$ cat src/rtl/axi4lite2sram.sv
// rtl/axi4lite2sram.sv - AXI4-Lite slave to single-port SRAM bridge (optional macro AXI4LITE2SRAM_ADDR_CHECK_EN)
module axi4lite2sram #(
    parameter int DW        = 32,
    parameter int AW        = 32,
    parameter int MEM_WORDS = 1024,
    parameter int MAW       = $clog2(MEM_WORDS)
) (
    input  logic                clk,
    input  logic                rst_b,
    input  logic                axi_awvalid,
    input  logic [AW-1:0]       axi_awaddr,
    input  logic [2:0]          axi_awport,
    output logic                axi_awready,
    input  logic                axi_wvalid,
    input  logic [DW-1:0]       axi_wdata,
    input  logic [DW/8-1:0]     axi_wstrb,
    output logic                axi_wready,
    output logic                axi_bvalid,
    output logic [1:0]          axi_bresp,
    input  logic                axi_bready,
    input  logic                axi_arvalid,
    input  logic [AW-1:0]       axi_araddr,
    input  logic [2:0]          axi_arport,
    output logic                axi_arready,
    output logic                axi_rvalid,
    output logic [DW-1:0]       axi_rdata,
    output logic [1:0]          axi_rresp,
    input  logic                axi_rready,
    output logic                mem_en,
    output logic [DW/8-1:0]     mem_we,
    output logic [MAW-1:0]      mem_addr,
    output logic [DW-1:0]       mem_wdata,
    input  logic [DW-1:0]       mem_rdata
);

    localparam int OFF = $clog2(DW/8);

    typedef enum logic [1:0] {IDLE, WR_RESP, RD_DATA, RD_RESP} state_t;

    state_t         state_q, state_d;
    logic [1:0]     resp_q, resp_d;
    logic [DW-1:0]  rdata_q;
    logic           aw_err, ar_err;
    logic [MAW-1:0] aw_idx, ar_idx;
    logic           both_valid;
    logic           unused_ok;

    assign aw_idx     = axi_awaddr[MAW+OFF-1:OFF];
    assign ar_idx     = axi_araddr[MAW+OFF-1:OFF];
    assign both_valid = axi_awvalid & axi_wvalid;

`ifdef AXI4LITE2SRAM_ADDR_CHECK_EN
    localparam logic [MAW:0] MEM_WORDS_W = MEM_WORDS[MAW:0];

    // Out of range when the word index exceeds the array or any upper address bit is set
    function automatic logic addr_bad(input logic [AW-1:0] a);
        logic [MAW:0] idx;
        idx = {1'b0, a[MAW+OFF-1:OFF]};
        return (idx >= MEM_WORDS_W) || ((a >> (MAW + OFF)) != '0);
    endfunction

    assign aw_err = addr_bad(axi_awaddr);
    assign ar_err = addr_bad(axi_araddr);
`else
    assign aw_err = 1'b0;
    assign ar_err = 1'b0;
`endif

    // Port ids and the address bits outside the word index carry no meaning here
    assign unused_ok = ^{axi_awport, axi_arport, axi_awaddr, axi_araddr};

    assign mem_wdata  = axi_wdata;
    assign axi_bvalid = (state_q == WR_RESP);
    assign axi_rvalid = (state_q == RD_RESP);
    assign axi_bresp  = resp_q;
    assign axi_rresp  = resp_q;
    assign axi_rdata  = rdata_q;

    // Next state, handshake readies and the single-cycle SRAM access strobe
    always_comb begin
        state_d     = state_q;
        resp_d      = resp_q;
        axi_awready = 1'b0;
        axi_wready  = 1'b0;
        axi_arready = 1'b0;
        mem_en      = 1'b0;
        mem_we      = '0;
        mem_addr    = '0;
        unique case (state_q)
            IDLE: begin
                axi_awready = both_valid;
                axi_wready  = both_valid;
                axi_arready = ~both_valid;
                if (both_valid) begin
                    state_d  = WR_RESP;
                    resp_d   = aw_err ? 2'b10 : 2'b00;
                    mem_en   = ~aw_err;
                    mem_we   = aw_err ? '0 : axi_wstrb;
                    mem_addr = aw_idx;
                end else if (axi_arvalid) begin
                    state_d  = RD_DATA;
                    resp_d   = ar_err ? 2'b10 : 2'b00;
                    mem_en   = ~ar_err;
                    mem_addr = ar_idx;
                end
            end
            WR_RESP: if (axi_bready) state_d = IDLE;
            RD_DATA: state_d = RD_RESP;
            RD_RESP: if (axi_rready) state_d = IDLE;
            default: state_d = IDLE;
        endcase
        // Reset blocks every handshake and SRAM access immediately
        if (rst_b) begin
            axi_awready = 1'b0;
            axi_wready  = 1'b0;
            axi_arready = 1'b0;
            mem_en      = 1'b0;
            mem_we      = '0;
        end
    end

    // State, stored response and read holding register
    always_ff @(posedge clk) begin
        if (rst_b) begin
            state_q <= IDLE;
            resp_q  <= 2'b00;
            rdata_q <= '0;
        end else begin
            state_q <= state_d;
            resp_q  <= resp_d;
            if (state_q == RD_DATA) begin
                rdata_q <= (resp_q == 2'b00) ? mem_rdata : '0;
            end
        end
    end

endmodule

$ cat config.mk
export PLATFORM = sky130hd
export DESIGN_NAME = axi4lite2sram
export DESIGN_NICKNAME = d
export VERILOG_FILES = /design/src/rtl/axi4lite2sram.sv
export SDC_FILE = /design/constraint.sdc
export NUM_CORES = 1
export LEC_CHECK = 0
export CORE_AREA = 2 2 90 92
export DETAILED_ROUTE_END_ITERATION = 7
export DIE_AREA = 0 0 92 94
export PLACE_DENSITY = 0.71
export REMOVE_ABC_BUFFERS = 1
export SKIP_CTS_REPAIR_TIMING = 1
export SLEW_MARGIN = 20
export SYNTH_ARGS = -nofsm -noshare
export SYNTH_HDL_FRONTEND = slang
export SYNTH_SLANG_ARGS = --single-unit
$ cat constraint.sdc
create_clock -name clk -period 2.8 [get_ports clk]
set_clock_uncertainty 0.05 [all_clocks]
set_input_delay 0.84 -clock clk [delete_from_list [all_inputs] [get_ports clk]]
set_output_delay 0.84 -clock clk [all_outputs]
set_load 0.01 [all_outputs]
==> Flow_metrics.wiki <==
{| class="wikitable"
! Metric !! Value
|-
| Top area cells in the synthesized netlist || dfxtp_1, buf_4, nand2_1
|-
| Count of maximum capacitance violations || 0
|-
| Prevailing post-synth register cell || dfxtp_1
|-
| Endpoint with the worst hold slack || axi_rdata[12]
|-
| Post-Route Hold Slack || 0.406 ns
|-
| CTS tree || yes
|-
| Via count || between 1500 and 2000
|-
| Number of synthesized flops with an enable pin || 0
|-
| Power Total || roughly 1.3 mW
|-
| DRC marker count from the first detailed-route iteration || 38
|-
| Category of the critical setup timing path || in2out
|-
| Area of the core || 7610 um2
|-
| Final antenna diode count || 0
|-
| Flip-flop and latch count after synthesis || 34
|-
| Count of cell types in the netlist || 26
|-
| Overall die area || around 8600 um2
|-
| Critical-path maximum fanout || 7
|-
| Area share of the largest cell type after synthesis || about two fifths
|-
| Max-slew violation count || 0
|-
| Wirelength, routed || a little over 7000 um
|-
| Class of the tightest hold or removal check || reg2reg
|-
| First-pass GRT wire length || approximately 9700 um
|-
| Number of remaining DRC errors || 0
|-
| Max clock buf depth || 2
|-
| Source of the worst register-to-register timing path || state_q[0]
|-
| Clock latency of the later-clocked register in the worst-skew pair || between 0.2 and 0.3 ns
|-
| Cell area after synthesis || between 1500 and 2000 um2
|-
| I/O pin count || about 230
|-
| Cts bufs inserted || 5
|-
| Post-synth ARST share || 0%
|-
| Via count of the first global-routing pass || 1674
|-
| Final setup violation count || 1
|-
| H-tree Lvls || 2
|-
| Run status || complete, but fails checks
|-
| RSZ-0062 raised after global routing || yes
|-
| Die boundary width || approximately 90 um
|-
| Clock root buffer || clkbuf_8
|-
| Post-synthesis area per instance || 7.99 um2
|-
| Max-Slew Margin vs Limit || ~57%
|-
| Half-perimeter wire length of the detailed placement result || ~5700 um
|-
| Setup TNS || -0.0381 ns
|-
| Type of element launching the critical path || primary input
|-
| End of the worst register-to-register path || axi_rdata[7]
|-
| Register-to-register setup slack || 1.00 ns
|-
| Total global routing overflow || 0
|-
| Final Cycle Share || 101%
|-
| Placer Congestion || approximately 0.74
|-
| Effective utilization at floorplan || 22.4%
|-
| Cell count after synthesis || about 210
|-
| Post-Route Utilization || between 30% and 40%
|-
| Setup WS post-layout || -0.0381 ns
|-
| Arr. time, crit path || 1.95 ns
|-
| Final Net Count || 450
|-
| Data required time of the critical path || 1.91 ns
|-
| Number of antenna violations at the first check in global routing || 0
|-
| Die Y || approximately 94 um
|-
| Minimum clock period || approximately 2.8 ns
|-
| Number of detailed-route iterations in the first pass || 4
|-
| Global Route Usage Sum || between 10% and 20%
|-
| Clock transition at the register clock pins on the worst setup and hold paths after CTS || 0.07 ns
|-
| Total leakage power || ~1.3 nW
|-
| Worst Max-Slew Pin Slew || 0.640 ns
|-
| Sinks on the clock net || 34
|-
| Signed area change from the synthesized netlist to the final layout || 69.9%
|-
| Cell with the most instances after synthesis || nand2_1
|-
| Fin. Hold Viols || 0
|-
| Number of rows created at floorplan || 32
|-
| Logic depth of the worst register-to-register path || 5
|-
| Yosys synthesis warning count || 0
|-
| Start point of the worst hold path || axi_rdata[12]
|-
| Violations in the final reports || setup timing
|-
| Peak ir drop on the vdd network || 0.000192 V
|-
| Crit path capture type || primary output
|-
| Yosys top cell by area || dfxtp_1
|-
| Post-detailed-route via-to-cell ratio || 4.25
|-
| Share of cells above drive strength 1 || between 10% and 20%
|-
| Largest net degree at the start of global routing || 33
|-
| Sequential area share after synthesis || around 40%
|-
| Highest clock frequency the design can meet || between 0.3 and 0.4 GHz
|-
| Commonest cells post-synth || nand2_1, buf_4, dfxtp_1, a21oi_1, buf_2
|-
| Port bufs || 114
|-
| Antenna viol nets, final || 0
|-
| Routed length per placed instance || between 15 and 20 um
|-
| Power density over the cells || 451 nW/um2
|-
| Count of cells along the worst hold path || 2
|}
## layer usage
layer	part of all wire, %	global-route usage (%)
met2	50	28.5
met5	0	0
met1	30	12.7
met3	17	11.0
met4	2.0	4.23
## cell families (layout without fill, tap and decap cells)
logic type / after synthesis / in the layout / synth area share, %
other cells: 1 / 4 / 0.220
simple gates: 79 / 79 / 20.9
flops: 34 / 34 / 40.0
compound gates: 47 / 47 / 17.3
buf+inv: 52 / 142 / 21.5
## through the flow
| stage | std cells | worst slack [ns] | area, um2 |
|---|---|---|---|
| global route | 408 | -0.0821 | 2890 |
| global placement | 394 | -0.728 | 2730 |
| floorplan | 165 | 0.239 | 1350 |
| finish | 408 | -0.0381 | 2890 |
| CTS | 402 | -0.747 | 2830 |
| detailed placement | 394 | -0.741 | 2730 |
## final cells by class
type                    count  area, um2
inverters                   1       3.75
flip-flops and latches     34        681
clock inverters             2       12.5
repair buffers            133       1290
clock buffers               6       82.6
multi-input cells         130        694
well taps                 102        128
fillers                   791       4710
## state kept, by name (all words and copies together), names as in the netlist
name and cells:
state_q 2, axi_rdata 32
## where the power goes
| group | switching [mW] | internal (mW) |
|---|---|---|
| combinational | 0.160 | 0.230 |
| sequential | 0.0208 | 0.517 |
| clock | 0.181 | 0.198 |
| total | 0.362 | 0.945 |
## how the worst max path moves through the flow
stage / startpoint / endpoint / slack, ns / cells after the start
floorplan: axi_wvalid / axi_awready / 0.24 / 2
global placement: axi_wvalid / mem_addr[0] / -0.73 / 5
detailed placement: axi_wvalid / mem_addr[0] / -0.74 / 5
CTS: axi_wvalid / mem_addr[2] / -0.75 / 5
global route: axi_awvalid / mem_addr[2] / -0.08 / 7
finish: axi_arvalid / mem_addr[2] / -0.04 / 7
## critical path, cell delays in order
cell and delay, ns:
clkbuf_2 0.10, a21bo_4 0.24, nor3_4 0.18, buf_6 0.15
buf_4 0.11, a22o_1 0.17, buf_2 0.15
## cell usage in the layout, fill, tap and decap left out, types with 2 or more instances in the layout
cell type        count
a22o_1               7
a22o_2               3
and3_1               4
conb_1               4
clkdlybuf4s50_1     92
dlymetal6s2s_1      10
buf_4               15
clkbuf_2             9
buf_6                3
dfxtp_1             34
buf_2                2
a21oi_1             33
clkbuf_8             6
nand2_1             65
Power figures use the tool's default switching activity.
